==> src/rtl/dr_store_port_pkg.sv <==
// Shared definitions for the DR store port and its companion register/control blocks.
`timescale 1ns/1ps
package dr_store_port_pkg;

  // Default widths shared with the DR and control blocks
  localparam int DATA_W_DEF = 16;
  localparam int ADDR_W_DEF = 12;

  // Write-side handshake states
  typedef enum logic {
    IDLE = 1'b0,
    WR   = 1'b1
  } portStateT;

  // One buffered store at default widths; address sits above data
  typedef struct packed {
    logic [ADDR_W_DEF-1:0] addr;
    logic [DATA_W_DEF-1:0] data;
  } storeEntryT;

endpackage

==> src/rtl/dr_store_port_store_fifo.sv <==
// Small circular buffer holding pending {addr, data} stores.
// A pop in the same cycle never frees a slot for a push made while full.
`timescale 1ns/1ps
module store_fifo
  import dr_store_port_pkg::*;
#(
  parameter int DEPTH   = 2,
  parameter int ENTRY_W = ADDR_W_DEF + DATA_W_DEF
) (
  input  logic                       CLK,
  input  logic                       CLR_N,
  input  logic                       push,
  input  logic                       pop,
  input  logic [ENTRY_W-1:0]         wrData,
  output logic [ENTRY_W-1:0]         rdData,
  output logic                       full,
  output logic                       empty,
  output logic [$clog2(DEPTH):0]     count
);

  localparam int PTR_W = $clog2(DEPTH);
  localparam int CNT_W = PTR_W + 1;

  logic [PTR_W-1:0]   wrPtrReg;
  logic [PTR_W-1:0]   rdPtrReg;
  logic [CNT_W-1:0]   countReg;
  logic [ENTRY_W-1:0] slotView [DEPTH];
  logic               doPush;
  logic               doPop;

  assign full   = (countReg == CNT_W'(DEPTH));
  assign empty  = (countReg == '0);
  assign count  = countReg;
  assign doPush = push && !full;
  assign doPop  = pop && !empty;
  assign rdData = slotView[rdPtrReg];

  genvar gi;
  generate
    for (gi = 0; gi < DEPTH; gi++) begin : gSlot
      logic [ENTRY_W-1:0] slotReg;

      // Capture the pushed word when the write pointer selects this slot
      always_ff @(posedge CLK or negedge CLR_N) begin
        if (!CLR_N) begin
          slotReg <= '0;
        end else if (doPush && (wrPtrReg == PTR_W'(gi))) begin
          slotReg <= wrData;
        end
      end

      assign slotView[gi] = slotReg;
    end
  endgenerate

  // Advance pointers (wrapping modulo DEPTH) and track occupancy
  always_ff @(posedge CLK or negedge CLR_N) begin
    if (!CLR_N) begin
      wrPtrReg <= '0;
      rdPtrReg <= '0;
      countReg <= '0;
    end else begin
      if (doPush) wrPtrReg <= wrPtrReg + PTR_W'(1);
      if (doPop)  rdPtrReg <= rdPtrReg + PTR_W'(1);
      countReg <= countReg + {{(CNT_W-1){1'b0}}, doPush} - {{(CNT_W-1){1'b0}}, doPop};
    end
  end

endmodule

==> src/rtl/dr_store_port.sv <==
// DR store port: buffers store strobes and issues each as a WE/ACK memory write
// with a bounded wait. Unacknowledged writes are discarded and flagged in ERR.
`timescale 1ns/1ps
module dr_store_port
  import dr_store_port_pkg::*;
#(
  parameter int DATA_W  = DATA_W_DEF,
  parameter int ADDR_W  = ADDR_W_DEF,
  parameter int DEPTH   = 2,
  parameter int TIMEOUT = 15
) (
  input  logic              CLK,
  input  logic              CLR_N,
  input  logic              ST,
  input  logic [ADDR_W-1:0] inAR,
  input  logic [DATA_W-1:0] inDR,
  input  logic              ERR_CLR,
  output logic              BUSY,
  output logic              EMPTY,
  output logic              M_WE,
  output logic [ADDR_W-1:0] M_ADDR,
  output logic [DATA_W-1:0] M_DATA,
  input  logic              M_ACK,
  output logic              ERR,
  output logic              OVF
);

  localparam int ENTRY_W = ADDR_W + DATA_W;
  localparam int CNT_W   = $clog2(DEPTH) + 1;
  localparam int WAIT_W  = $clog2(TIMEOUT + 1);

  portStateT          stateReg;
  logic [WAIT_W-1:0]  waitCntReg;
  logic [ENTRY_W-1:0] headEntry;
  logic [CNT_W-1:0]   fifoCount;
  logic               fifoFull;
  logic               fifoEmpty;
  logic               waitDone;
  logic               ackPop;
  logic               timeoutPop;
  logic               fifoPop;
  logic               dropStore;

  // Last permitted wait cycle: give up on the edge that ends it unless ACK arrives
  assign waitDone   = (waitCntReg == WAIT_W'(TIMEOUT - 1));
  assign ackPop     = (stateReg == WR) && M_ACK;
  assign timeoutPop = (stateReg == WR) && !M_ACK && waitDone;
  assign fifoPop    = (ackPop || timeoutPop) && (fifoCount != '0);
  assign dropStore  = ST && fifoFull;

  assign BUSY  = fifoFull;
  assign EMPTY = fifoEmpty && (stateReg == IDLE);

  store_fifo #(
    .DEPTH   (DEPTH),
    .ENTRY_W (ENTRY_W)
  ) fifo (
    .CLK    (CLK),
    .CLR_N  (CLR_N),
    .push   (ST),
    .pop    (fifoPop),
    .wrData ({inAR, inDR}),
    .rdData (headEntry),
    .full   (fifoFull),
    .empty  (fifoEmpty),
    .count  (fifoCount)
  );

  // Write handshake: load the head in IDLE, hold WE until ACK or the wait expires
  always_ff @(posedge CLK or negedge CLR_N) begin
    if (!CLR_N) begin
      stateReg   <= IDLE;
      waitCntReg <= '0;
      M_WE       <= 1'b0;
      M_ADDR     <= '0;
      M_DATA     <= '0;
    end else begin
      case (stateReg)
        IDLE: begin
          if (!fifoEmpty) begin
            M_ADDR     <= headEntry[DATA_W +: ADDR_W];
            M_DATA     <= headEntry[DATA_W-1:0];
            waitCntReg <= '0;
            M_WE       <= 1'b1;
            stateReg   <= WR;
          end
        end
        WR: begin
          if (M_ACK || waitDone) begin
            M_WE     <= 1'b0;
            stateReg <= IDLE;
          end else begin
            waitCntReg <= waitCntReg + WAIT_W'(1);
          end
        end
        default: stateReg <= IDLE;
      endcase
    end
  end

  // Sticky error flags; a new event on the same edge beats ERR_CLR
  always_ff @(posedge CLK or negedge CLR_N) begin
    if (!CLR_N) begin
      ERR <= 1'b0;
      OVF <= 1'b0;
    end else begin
      if (timeoutPop)   ERR <= 1'b1;
      else if (ERR_CLR) ERR <= 1'b0;
      if (dropStore)    OVF <= 1'b1;
      else if (ERR_CLR) OVF <= 1'b0;
    end
  end

endmodule

==> config.mk <==
export PLATFORM = sky130hd
export DESIGN_NAME = dr_store_port
export DESIGN_NICKNAME = d
export VERILOG_FILES = /design/src/rtl/dr_store_port_pkg.sv /design/src/rtl/dr_store_port_store_fifo.sv /design/src/rtl/dr_store_port.sv
export SDC_FILE = /design/constraint.sdc
export NUM_CORES = 1
export LEC_CHECK = 0
export ABC_AREA = 0
export CAP_MARGIN = 20
export CORE_MARGIN = 1.5
export CORE_UTILIZATION = 60
export CTS_CLUSTER_DIAMETER = 50
export CTS_CLUSTER_SIZE = 28
export DETAILED_ROUTE_END_ITERATION = 12
export DONT_BUFFER_PORTS = 1
export HOLD_SLACK_MARGIN = 0.06
export PLACE_DENSITY_LB_ADDON = 0.12
export SLEW_MARGIN = 20
export SYNTH_ARGS = -nofsm -noshare
export SYNTH_HDL_FRONTEND = slang
export SYNTH_SLANG_ARGS = --single-unit
==> constraint.sdc <==
create_clock -name CLK -period 3.1 [get_ports CLK]
set_input_delay 0.62 -clock CLK [delete_from_list [all_inputs] [get_ports CLK]]
set_output_delay 0.62 -clock CLK [all_outputs]
set_load 0.1 [all_outputs]
# Word level (Yosys, flattened, before mapping)
# Cells that the tools add are included.
dict set report op_classes {
  n_addsub 5
  mul 0
  div 0
  magnitude_cmp 1
  n_eq_ne 5
  shifts 0
  muxes 15
  n_bitwise 4
  reduce_logical 22
}
# op n
set ops {}
lappend ops {{$mux 28} 3}
lappend ops {{$logic_and 1x1->1} 10}
lappend ops {{$mux 4} 2}
lappend ops {{$pmux 4 s2} 1}
lappend ops {{$mux 1} 7}
lappend ops {{$reduce_and 2->1} 3}
lappend ops {{$reduce_bool 2->1} 3}
lappend ops {{$add 4x1->4 const B} 1}
lappend ops {{$eq 4x4->1 const B} 1}
lappend ops {{$ne 2x2->1 const B} 2}
lappend ops {{$pmux 1 s2} 2}
lappend ops {{$logic_not 1->1} 3}
lappend ops {{$not 1->1} 3}
lappend ops {{$add 1x1->1 const B} 2}
lappend ops {{$add 2x1->2} 1}
lappend ops {{$eq 2x2->1 const B} 1}
lappend ops {{$ge 2x2->1 const B} 1}
lappend ops {{$logic_not 2->1} 1}
lappend ops {{$logic_or 1x1->1} 2}
lappend ops {{$ne 2x1->1 const B} 1}
lappend ops {{$not 1->2} 1}
lappend ops {{$sub 2x1->2} 1}
dict set report word_totals {
  reg_bits 96
  latch_bits 0
  ram_bits 0
  mem_bits_ro 0
  elab_cells 64
  mem_count 0
}

# Longest topological paths before layout
# Gate-level depths: netlist (run 1).
dict set report logic_depth {
  ltp_word 7
  ltp_mapped 10
}

# Modules after synthesis
# Synthesis (run 1) repeated with hierarchy kept, for this count alone.
dict set report hier_totals {
  cells_unflattened 271
  area_unflattened_um2 4365.4
}
# mod instances cells_per_inst area_each_um2 seq_area_each_um2
set modules_own_cells {}
lappend modules_own_cells {store_fifo 1 167 2761.4 1501.4}
lappend modules_own_cells {dr_store_port 1 104 1604.0 900.9}

# Worst setup path before layout (run 1)
# Ideal clock, no wire load.
dict set report synth_path {
  path_kind {reg-to-output}
  from {register stateReg}
  to {output EMPTY}
  t_arrival_ps 2505
  required_ps 2480
  slack_ps -25
  path_stages_with_launch 2
  path_buffers 0
  cell_sequence {dfrtp_1 -> nor3_1}
}
dict set report synth_via {
  elab_chain_len 2
}
# element line_no
set synth_lines {}
lappend synth_lines {{start: declaration} dr_store_port.sv:32} ;# portStateT stateReg;
lappend synth_lines {{start signal: assignment} dr_store_port.sv:72} ;# stateReg <= IDLE;
lappend synth_lines {{start signal: assignment} dr_store_port.sv:85} ;# stateReg <= WR;
lappend synth_lines {{start signal: assignment} dr_store_port.sv:91} ;# stateReg <= IDLE;
lappend synth_lines {{$not 1->1 (no line)} -}
lappend synth_lines {{$logic_and 1x1->1} dr_store_port.sv:52} ;# assign EMPTY = fifoEmpty && (stateReg == IDLE);
lappend synth_lines {{end: declaration} dr_store_port.sv:19} ;# output logic EMPTY,
# Every way passes these cells.

# Worst setup path in the final report (run 1)
dict set report layout_path {
  from {register fifo.countReg[0], in the netlist fifo.count[0]}
  to {output BUSY}
}
dict set report layout_via {
  elab_chain_len 1
}
# element line_no
set layout_lines {}
lappend layout_lines {{start: declaration} dr_store_port_store_fifo.sv:26} ;# logic [CNT_W-1:0] countReg;
lappend layout_lines {{start signal: assignment} dr_store_port_store_fifo.sv:65} ;# countReg <= countReg + {{(CNT_W-1){1'b0}}, doPush} - {{(CNT_W-1){1'b0}}, doPop};
lappend layout_lines {{$eq 2x2->1} dr_store_port_store_fifo.sv:31} ;# assign full = (countReg == CNT_W'(DEPTH));
lappend layout_lines {{end: declaration} dr_store_port.sv:18} ;# output logic BUSY,
# Every way passes these cells.

==> impl_metrics.py, run 1 <==
metrics = {
    "sta": {
        "drv_slew": 0,
        "slew_headroom_pct": 36.9,
        "finClkSkew_ns": 0.00853,
        "worst_slack_ns": 0.979,
        "rsz0062_at_grt": "no",
        "clock.fmax_mhz": 472,
        "worstMarginPinSlew_ns": 0.947,
        "final.setup.tns_ns": 0,
        "fin_crit_sh_pct": 68.4,
        "setup_violations": 0,
        "fin_crit_ns": 2.12,
        "hold_viol_final": 0,
    },
    "logic_synthesis": {
        "ys_ff_latch": 96,
        "synth_cell_types": 28,
        "syn_area_per_cell_um2": 13.3,
        "yosysWarnings": 0,
        "synth_common_cells": "dfrtp_1 (96), mux2_2 (58), nand2_1 (32)",
        "yosys.area.top_type": "dfrtp_1",
        "syn_inst": 296,
        "synth_ff_type": "dfrtp_1",
        "synthTopCellsByArea": "dfrtp_1 (61%), mux2_2 (17%), mux2i_1 (7.1%)",
        "syn_nets": 333,
        "synth_area_um2": 3950,
        "yosysSeqAreaShare_pct": 60.8,
        "ys_async_sr_fraction_pct": 100,
        "synth_edf_count": 0,
        "yosysMostFrequentCell": "dfrtp_1",
        "synth_top_area_share_pct": 60.8,
    },
    "clock_network": {
        "cts_buffers": 9,
        "cts_resized": 0,
        "root_buffer": "clkbuf_8",
        "cts_htree_levels": 3,
        "clk-insertion-delay-late_ns": 0.36,
        "cts_tree": "done",
        "clk_pin_slew_ns": 0.09,
        "cts_buffer_depth": 2,
        "clock-sinks": 96,
    },
    "drt": {
        "dr.pass1.iters": 4,
        "vias": 2204,
        "routed_wl_um": 6810,
        "drc": 0,
        "avgViaCountPerCell": 5.78,
        "drt_iter0_markers": 94,
        "wl_per_cell_um": 17.9,
        "drtAntennaViolNets": 0,
    },
    "worst_hold_path": {
        "hold_path_class": "in2async",
    },
    "worst_setup_path": {
        "critPathKind": "reg2out",
        "path_cells": "nand2b_2 -> inv_2",
        "max_stage_delay_ns": 0.48,
        "start_kind": "flip-flop",
        "critPathSlowestCell": "dfrtp_1",
        "cp.required_ns": 2.48,
        "path_max_fanout": 5,
        "critPathArrivalTime_ns": 1.50,
        "cp-end-kind": "output port",
    },
    "final_layout": {
        "syn2layout_area_growth_pct": 7.22,
        "nets": 336,
        "diodes": 0,
        "final_util_pct": 66.7,
        "layout-drive-gt1-share_pct": 27.6,
    },
    "floorplan": {
        "num_io_pins": 66,
        "die_h_um": 84.1,
        "rows": 29,
        "dieArea_um2": 7080,
        "fp.dieW_um": 84.1,
        "initial_utilization_pct": 62.2,
        "coreArea_um2": 6350,
    },
    "outcome": {
        "status": "finished, final reports clean",
    },
    "placement": {
        "post-place-ws_ns": 1.03,
        "dp_hpwl_um": 4060,
        "gp_congestion": 0.797,
        "port_buffers": 0,
    },
    "global_route": {
        "grt_max_degree": 97,
        "grt.total_usage_pct": 20.8,
        "grt_pass1_vias": 2337,
        "grt_overflow": 0,
        "grt_pass1_wl_um": 11300,
        "grt_antenna_before_repair": 0,
    },
    "flow_run": {
        "max-cap-violations": 0,
    },
}
[worst max-delay path, delay by kind of cell, from the launching register on]
family | cells | cell delay (ns)
buffers and inverters | 1 | 0.41
DFF | 1 | 0.48
and+or+nand+nor | 1 | 0.25
[placed cells by master, fill, tap and decap left out]
cell / Yosys / layout
buf_4: 0 / 4
mux2_2: 58 / 58
nand3_2: 1 / 1
buf_16: 0 / 1
clkinv_2: 0 / 2
clkinvlp_4: 0 / 1
nor3_4: 1 / 2
dfrtp_1: 96 / 95
xnor2_1: 3 / 3
o21ai_0: 31 / 31
clkbuf_1: 7 / 2
a21boi_0: 1 / 1
clkbuf_8: 0 / 11
nand3_1: 2 / 2
a32o_1: 2 / 2
inv_1: 8 / 8
and3_1: 1 / 1
nor2b_1: 1 / 1
nor2_1: 3 / 3
dfrtp_2: 0 / 1
xor2_1: 1 / 1
nand2b_2: 1 / 1
inv_2: 1 / 1
ha_1: 4 / 4
nand2b_1: 1 / 1
o211ai_1: 2 / 2
o21bai_4: 0 / 1
nand2_1: 32 / 32
o221ai_1: 1 / 1
mux2i_1: 28 / 28
o22ai_1: 2 / 2
[flip-flops by register name (all words and copies together) (netlist names)]
| signal | cells |
|---|---|
| M_WE | 1 |
| OVF | 1 |
| fifo.wrPtrReg | 1 |
| waitCntReg | 4 |
| M_ADDR | 12 |
| fifo.rdPtrReg | 1 |
| fifo.gSlot.slotReg | 56 |
| stateReg | 1 |
| fifo.count | 2 |
| ERR | 1 |
| M_DATA | 16 |
[what timing repair did]
item / CTS / global route
hold buffers: 1 / 0
buffers inserted: 0 / 0
endpoints found under the hold margin: 96 / 0
endpoints found under the setup margin: 0 / 0
[stage by stage]
step	cells	hold WS, ns	cell area (um^2)
2_1_floorplan	296	0.324	3960
3_3_place_gp	364	0.326	4030
3_5_place_dp	364	0.326	4030
4_1_cts	381	0.191	4240
5_1_grt	381	0.212	4240
6_report	381	0.183	4240
[area by class of cell]
cell class,instances,area (um^2)
Sequential cell,96,2400
Fill cell,499,2110
Multi-Input combinational cell,178,1470
Clock buffer,13,159
Tap cell,77,96.3
Timing Repair Buffer,5,57.6
Inverter,9,33.8
Clock inverter,3,17.5
[worst paths after layout]
path                                                       startpoint                               endpoint  slack, ns  cells after the start
worst max-delay path                          fifo.count[0]$_DFF_PN0_                                   BUSY       0.98                      2
worst min-delay path                                            CLR_N                  M_DATA[5]$_DFFE_PN0P_       0.18                      1
worst max register to register              waitCntReg[0]$_DFFE_PN0P_                fifo.count[1]$_DFF_PN0_       1.02                     10
worst min register to register  fifo.gSlot[1].slotReg[24]$_DFFE_PN0P_  fifo.gSlot[1].slotReg[24]$_DFFE_PN0P_       0.51                      1
max in group asynchronous                                       CLR_N              fifo.rdPtrReg$_DFFE_PN0P_       2.57                      1
min in group CLK                                              ERR_CLR                        OVF$_DFFE_PN0P_       0.37                      1
[metal layers]
layer	vias to the layer above	part of all wire, %	GRT usage [%]
met4	0	1.8	8.94
met1	1111	44	26.3
li1	1035	-	-
met3	10	6.4	6.29
met2	48	48	33.5
met5	-	0	0
[logic make-up after synthesis]
family	after synthesis	synth area share, %
buffers and inverters	22	2.60
and+or+nand+nor	44	5.07
xor gates and xnor gates	4	0.887
adders and majority gates	4	1.27
AOI/OAI and AO/OA	40	5.73
muxes	86	23.6
DFF	96	60.8
Power of run 1 is left out: the tool's default activity adds up to more than one toggle a clock period on the data nets, which glitch-free logic cannot reach.
==> run 2: changes to the inputs <==
Clock period 3.1 ns to 2.22 ns, I/O delays scaled along.
==> run 2 against run 1 <==
The flow now finishes with violations (negative hold slack). Sequential share of layout area shrank 3.5 points. Via count grew 5.3%. Clock skew is essentially flat. Flip-flop and latch count is the same. Register-to-register slack lost 0.83 ns. Core utilization grew 4.4 points. Critical path depth grew 7. Cell area grew 6.6%. Hold slack lost 0.41 ns. First-iteration DRC count grew 24%. Global-route usage grew 0.096 points.
==> impl_metrics.py, run 2 (same netlist as run 1, synthesis figures left out) <==
metrics = {
    "final_layout": {
        "final_cell_mix": "dfrtp_1 (95), mux2_2 (58), buf_4 (38)",
        "final_common_cell": "dfrtp_1",
        "diodes": 0,
        "largest_reg_flops": 56,
        "nets": 371,
        "layout-drive-gt1-share_pct": 35.7,
        "syn2layout_area_growth_pct": 14.3,
        "reg_top3": "fifo.gSlot.slotReg: 56 flops, M_DATA: 16 flops, M_ADDR: 12 flops",
        "top_register": "fifo.gSlot.slotReg",
    },
    "worst_setup_path": {
        "critPathKind": "reg2reg",
        "path_max_fanout": 4,
        "critPathSlowestCell": "dfrtp_1",
        "max_stage_delay_ns": 0.43,
        "critPathArrivalTime_ns": 2.28,
        "r2r_slack_ns": 0.19,
        "cp_common_cell": "ha_1",
        "start_kind": "flip-flop",
        "cp-end-kind": "flip-flop",
        "path_cells": "ha_1 -> and3_1 -> o221ai_1 -> inv_1 -> ha_1 -> inv_1 -> ha_1 -> xnor2_1 -> xnor2_1",
        "cp.required_ns": 2.46,
    },
    "floorplan": {
        "coreArea_um2": 6350,
        "dieArea_um2": 7080,
        "initial_utilization_pct": 62.2,
        "die_h_um": 84.1,
        "fp.dieW_um": 84.1,
        "num_io_pins": 66,
        "rows": 29,
    },
    "drt": {
        "drtAntennaViolNets": 0,
        "dr.pass1.iters": 4,
        "routed_wl_um": 6770,
        "drt_iter0_markers": 117,
        "vias": 2321,
        "wl_per_cell_um": 16.3,
        "drc": 0,
        "avgViaCountPerCell": 5.58,
    },
    "placement": {
        "gp_congestion": 0.820,
        "dp_hpwl_um": 4510,
        "port_buffers": 0,
    },
    "sta": {
        "rsz0062_at_grt": "no",
        "finClkSkew_ns": 0.00811,
        "fin_crit_ns": 2.03,
        "worstMarginPinSlew_ns": 0.817,
        "setup_violations": 0,
        "hold_viol_final": 96,
        "final.setup.tns_ns": 0,
        "fin_crit_sh_pct": 91.6,
        "drv_slew": 0,
        "holdWs_ns": -0.228,
        "clock.fmax_mhz": 492,
        "slew_headroom_pct": 45.4,
    },
    "clock_network": {
        "cts_buffers": 9,
        "cts_tree": "done",
        "root_buffer": "clkbuf_8",
        "cts_htree_levels": 3,
        "cts_buffer_depth": 2,
        "clk_pin_slew_ns": 0.10,
        "clk-insertion-delay-late_ns": 0.36,
        "clock-sinks": 96,
    },
    "global_route": {
        "grt_max_degree": 97,
        "grt_pass1_vias": 2437,
        "grt.total_usage_pct": 20.9,
        "grt_pass1_wl_um": 11500,
        "grt_overflow": 0,
        "grt_antenna_before_repair": 0,
    },
    "outcome": {
        "status": "finished, violations left",
        "violations": "negative hold slack",
    },
    "worst_hold_path": {
        "hold_path_class": "in2async",
    },
    "flow_run": {
        "max-cap-violations": 0,
    },
}
run 2: final timing paths:
path | startpoint | to | cells after the start
max | waitCntReg[1]$_DFFE_PN0P_ | fifo.count[1]$_DFF_PN0_ | 9
min | CLR_N | M_DATA[2]$_DFFE_PN0P_ | 0
max reg2reg | waitCntReg[1]$_DFFE_PN0P_ | fifo.count[1]$_DFF_PN0_ | 9
min reg2reg | M_DATA[7]$_DFFE_PN0P_ | M_DATA[7]$_DFFE_PN0P_ | 2
max in group asynchronous | CLR_N | waitCntReg[1]$_DFFE_PN0P_ | 0
min in group CLK | ERR_CLR | OVF$_DFFE_PN0P_ | 1
run 2: layer usage:
metal  global-route usage [%]  wire length, um  vias to the layer above
met5                        0                0                        -
met4                     9.84              129                        0
met3                     6.29              438                       15
met2                     32.7             3260                       57
met1                     27.0             2950                     1142
li1                         -                -                     1107
run 2: area by class of cell:
class | instances | area (um^2)
clock buffer | 9 | 124
clock inverter | 7 | 63.8
fill | 452 | 1840
inverter | 9 | 33.8
multi-input combinational | 178 | 1470
sequential | 96 | 2400
tap | 77 | 96.3
timing repair buffer | 40 | 325
run 2: worst max-delay path: cells and delay by family, from the launching register on:
kind	cells	cell delay, ns
buffers and inverters	2	0.11
adders and majority gates	3	0.66
xor gates and xnor gates	2	0.25
AOI/OAI and AO/OA	1	0.23
DFF	1	0.43
and+or+nand+nor	1	0.23
run 2: stage by stage:
stage	area, um^2	util (%)	setup slack (ns)	cells	hold WS [ns]
6_report	4510	71.1	0.186	416	-0.228
5_1_grt	4510	71.1	0.0252	416	-0.253
4_1_cts	4510	71.0	0.140	415	-0.248
3_5_place_dp	4320	68.0	0.162	399	0.150
3_3_place_gp	4320	68.0	0.212	399	0.150
2_1_floorplan	3960	-	0.116	296	0.148
run 2: timing repair:
action                     CTS  global route
hold endpoints to repair    96            96
buffers inserted             0             1
resized for setup            0             0
setup endpoints to repair    0             1
Power of run 2 is left out for the same reason.
==> run 3: changes to the inputs <==
Settings changed: CORE_UTILIZATION 60 to 53, DONT_BUFFER_PORTS 1 to not set, SKIP_LAST_GASP set to 1.
==> run 3 against run 2 <==
The run now ends clean. Critical endpoint unchanged. Critical path type unchanged. Via count rose by 4.3%. Clock skew increased by 0.0011 ns. Maximum frequency down 0.28%.
==> impl_metrics.py, run 3 (same netlist as run 1, synthesis figures left out) <==
metrics = {
    "outcome": {
        "status": "finished, final reports clean",
    },
    "global_route": {
        "grt_pass1_vias": 2406,
        "grt_antenna_before_repair": 0,
        "grt_overflow": 0,
        "grt.total_usage_pct": 19.6,
        "grt_pass1_wl_um": 11500,
        "grt_max_degree": 63,
    },
    "placement": {
        "gp_congestion": 0.784,
        "port_buffers": 65,
        "dp_hpwl_um": 4480,
    },
    "sta": {
        "fin_crit_ns": 2.04,
        "slew_headroom_pct": 63.9,
        "final.setup.tns_ns": 0,
        "setup_violations": 0,
        "clock.fmax_mhz": 490,
        "drv_slew": 0,
        "rsz0062_at_grt": "no",
        "hold_viol_final": 0,
        "finClkSkew_ns": 0.00916,
        "worstMarginPinSlew_ns": 0.541,
        "fin_crit_sh_pct": 91.9,
    },
    "floorplan": {
        "die_h_um": 89.3,
        "initial_utilization_pct": 54.8,
        "dieArea_um2": 7980,
        "rows": 31,
        "coreArea_um2": 7210,
        "num_io_pins": 66,
        "fp.dieW_um": 89.3,
    },
    "final_layout": {
        "nets": 405,
        "reg_top3": "fifo.gSlot.slotReg: 56 flops, M_DATA: 16 flops, M_ADDR: 12 flops",
        "layout-drive-gt1-share_pct": 33.0,
        "diodes": 0,
        "final_cell_mix": "dfrtp_1 (95), mux2_2 (58), buf_4 (36)",
        "final_util_pct": 68.7,
        "largest_reg_flops": 56,
        "nFillCells": 557,
        "final_common_cell": "dfrtp_1",
        "top_register": "fifo.gSlot.slotReg",
        "syn2layout_area_growth_pct": 25.5,
    },
    "clock_network": {
        "cts_buffer_depth": 2,
        "cts_buffers": 9,
        "clk-insertion-delay-late_ns": 0.36,
        "clock-sinks": 96,
        "clk_pin_slew_ns": 0.09,
        "cts_htree_levels": 3,
        "root_buffer": "clkbuf_8",
        "cts_tree": "done",
    },
    "flow_run": {
        "max-cap-violations": 0,
    },
    "worst_setup_path": {
        "path_max_fanout": 4,
        "critPathArrivalTime_ns": 2.32,
        "cp-end-kind": "flip-flop",
        "path_cells": "ha_1 -> and3_1 -> o221ai_2 -> inv_1 -> ha_1 -> inv_1 -> ha_1 -> xnor2_1 -> xnor2_1",
        "start_kind": "flip-flop",
        "cp.required_ns": 2.50,
        "max_stage_delay_ns": 0.42,
        "critPathKind": "reg2reg",
        "cp_common_cell": "ha_1",
        "critPathSlowestCell": "dfrtp_1",
    },
    "drt": {
        "wl_per_cell_um": 15.0,
        "dr.pass1.iters": 4,
        "avgViaCountPerCell": 5.13,
        "vias": 2420,
        "drc": 0,
        "drt_iter0_markers": 100,
        "drtAntennaViolNets": 0,
        "routed_wl_um": 7060,
    },
    "worst_hold_path": {
        "hold_path_class": "reg2reg",
    },
}
-- run 3: cell types whose count changed in the layout (fill, tap and decap cells not counted), moves of 2 or more --
cell,delta
clkinv_4,-3
clkdlybuf4s50_1,+31
buf_4,-2
bufinv_16,+2
buf_12,+4
-- run 3: stage by stage --
| step | setup WS [ns] | cells | hold slack (ns) | area (um^2) |
|---|---|---|---|---|
| finish | 0.180 | 472 | 0.487 | 4960 |
| detailed placement | 0.102 | 454 | 0.428 | 4720 |
| global route | 0.0196 | 472 | 0.505 | 4960 |
| CTS | 0.0778 | 471 | 0.492 | 4940 |
| floorplan | 0.116 | 296 | 0.148 | 3960 |
| global placement | 0.168 | 454 | 0.424 | 4720 |
-- run 3: timing repair --
item                                    CTS  global route
endpoints found under the setup margin    0             1
gates resized for setup                   0             1
hold buffers                              1             0
endpoints found under the hold margin    31             0
setup buffers                             0             1
-- run 3: per-layer routing --
metal	up-vias	wire length (um)	track usage, %
met2	50	3290	30.6
met5	-	0	0
met3	9	348	5.72
met4	0	70	5.03
li1	1171	-	-
met1	1190	3350	27.1
-- run 3: area by class of cell --
cell class | count | area, um^2 | area share [%]
clock buffers | 10 | 128 | 2.57
clock inverters | 6 | 90.1 | 1.82
inverters | 9 | 33.8 | 0.681
multi-input cells | 178 | 1470 | 29.6
flip-flops and latches | 96 | 2400 | 48.5
well taps | 99 | 124 | 2.50
repair buffers | 74 | 711 | 14.3
-- run 3: path summary, 6_finish.rpt --
path                                                 from                                    end  slack, ns  cells past startpoint
worst max-delay path            waitCntReg[1]$_DFFE_PN0P_                fifo.count[1]$_DFF_PN0_       0.18                      9
worst min-delay path               M_DATA[10]$_DFFE_PN0P_                 M_DATA[10]$_DFFE_PN0P_       0.49                      2
worst max register to register  waitCntReg[1]$_DFFE_PN0P_                fifo.count[1]$_DFF_PN0_       0.18                      9
worst min register to register     M_DATA[10]$_DFFE_PN0P_                 M_DATA[10]$_DFFE_PN0P_       0.49                      2
max in group asynchronous                           CLR_N  fifo.gSlot[0].slotReg[22]$_DFFE_PN0P_       1.02                      3
min in group asynchronous                           CLR_N   fifo.gSlot[0].slotReg[2]$_DFFE_PN0P_       0.57                      2
-- run 3: critical path, delay by kind of cell (launching register included) --
family	cells	cell delay (ns)
adders and majority gates	3	0.68
xor gates and xnor gates	2	0.34
AOI/OAI and AO/OA	1	0.18
and+or+nand+nor	1	0.24
DFF	1	0.42
buffers and inverters	2	0.11
Power of run 3 is left out for the same reason.
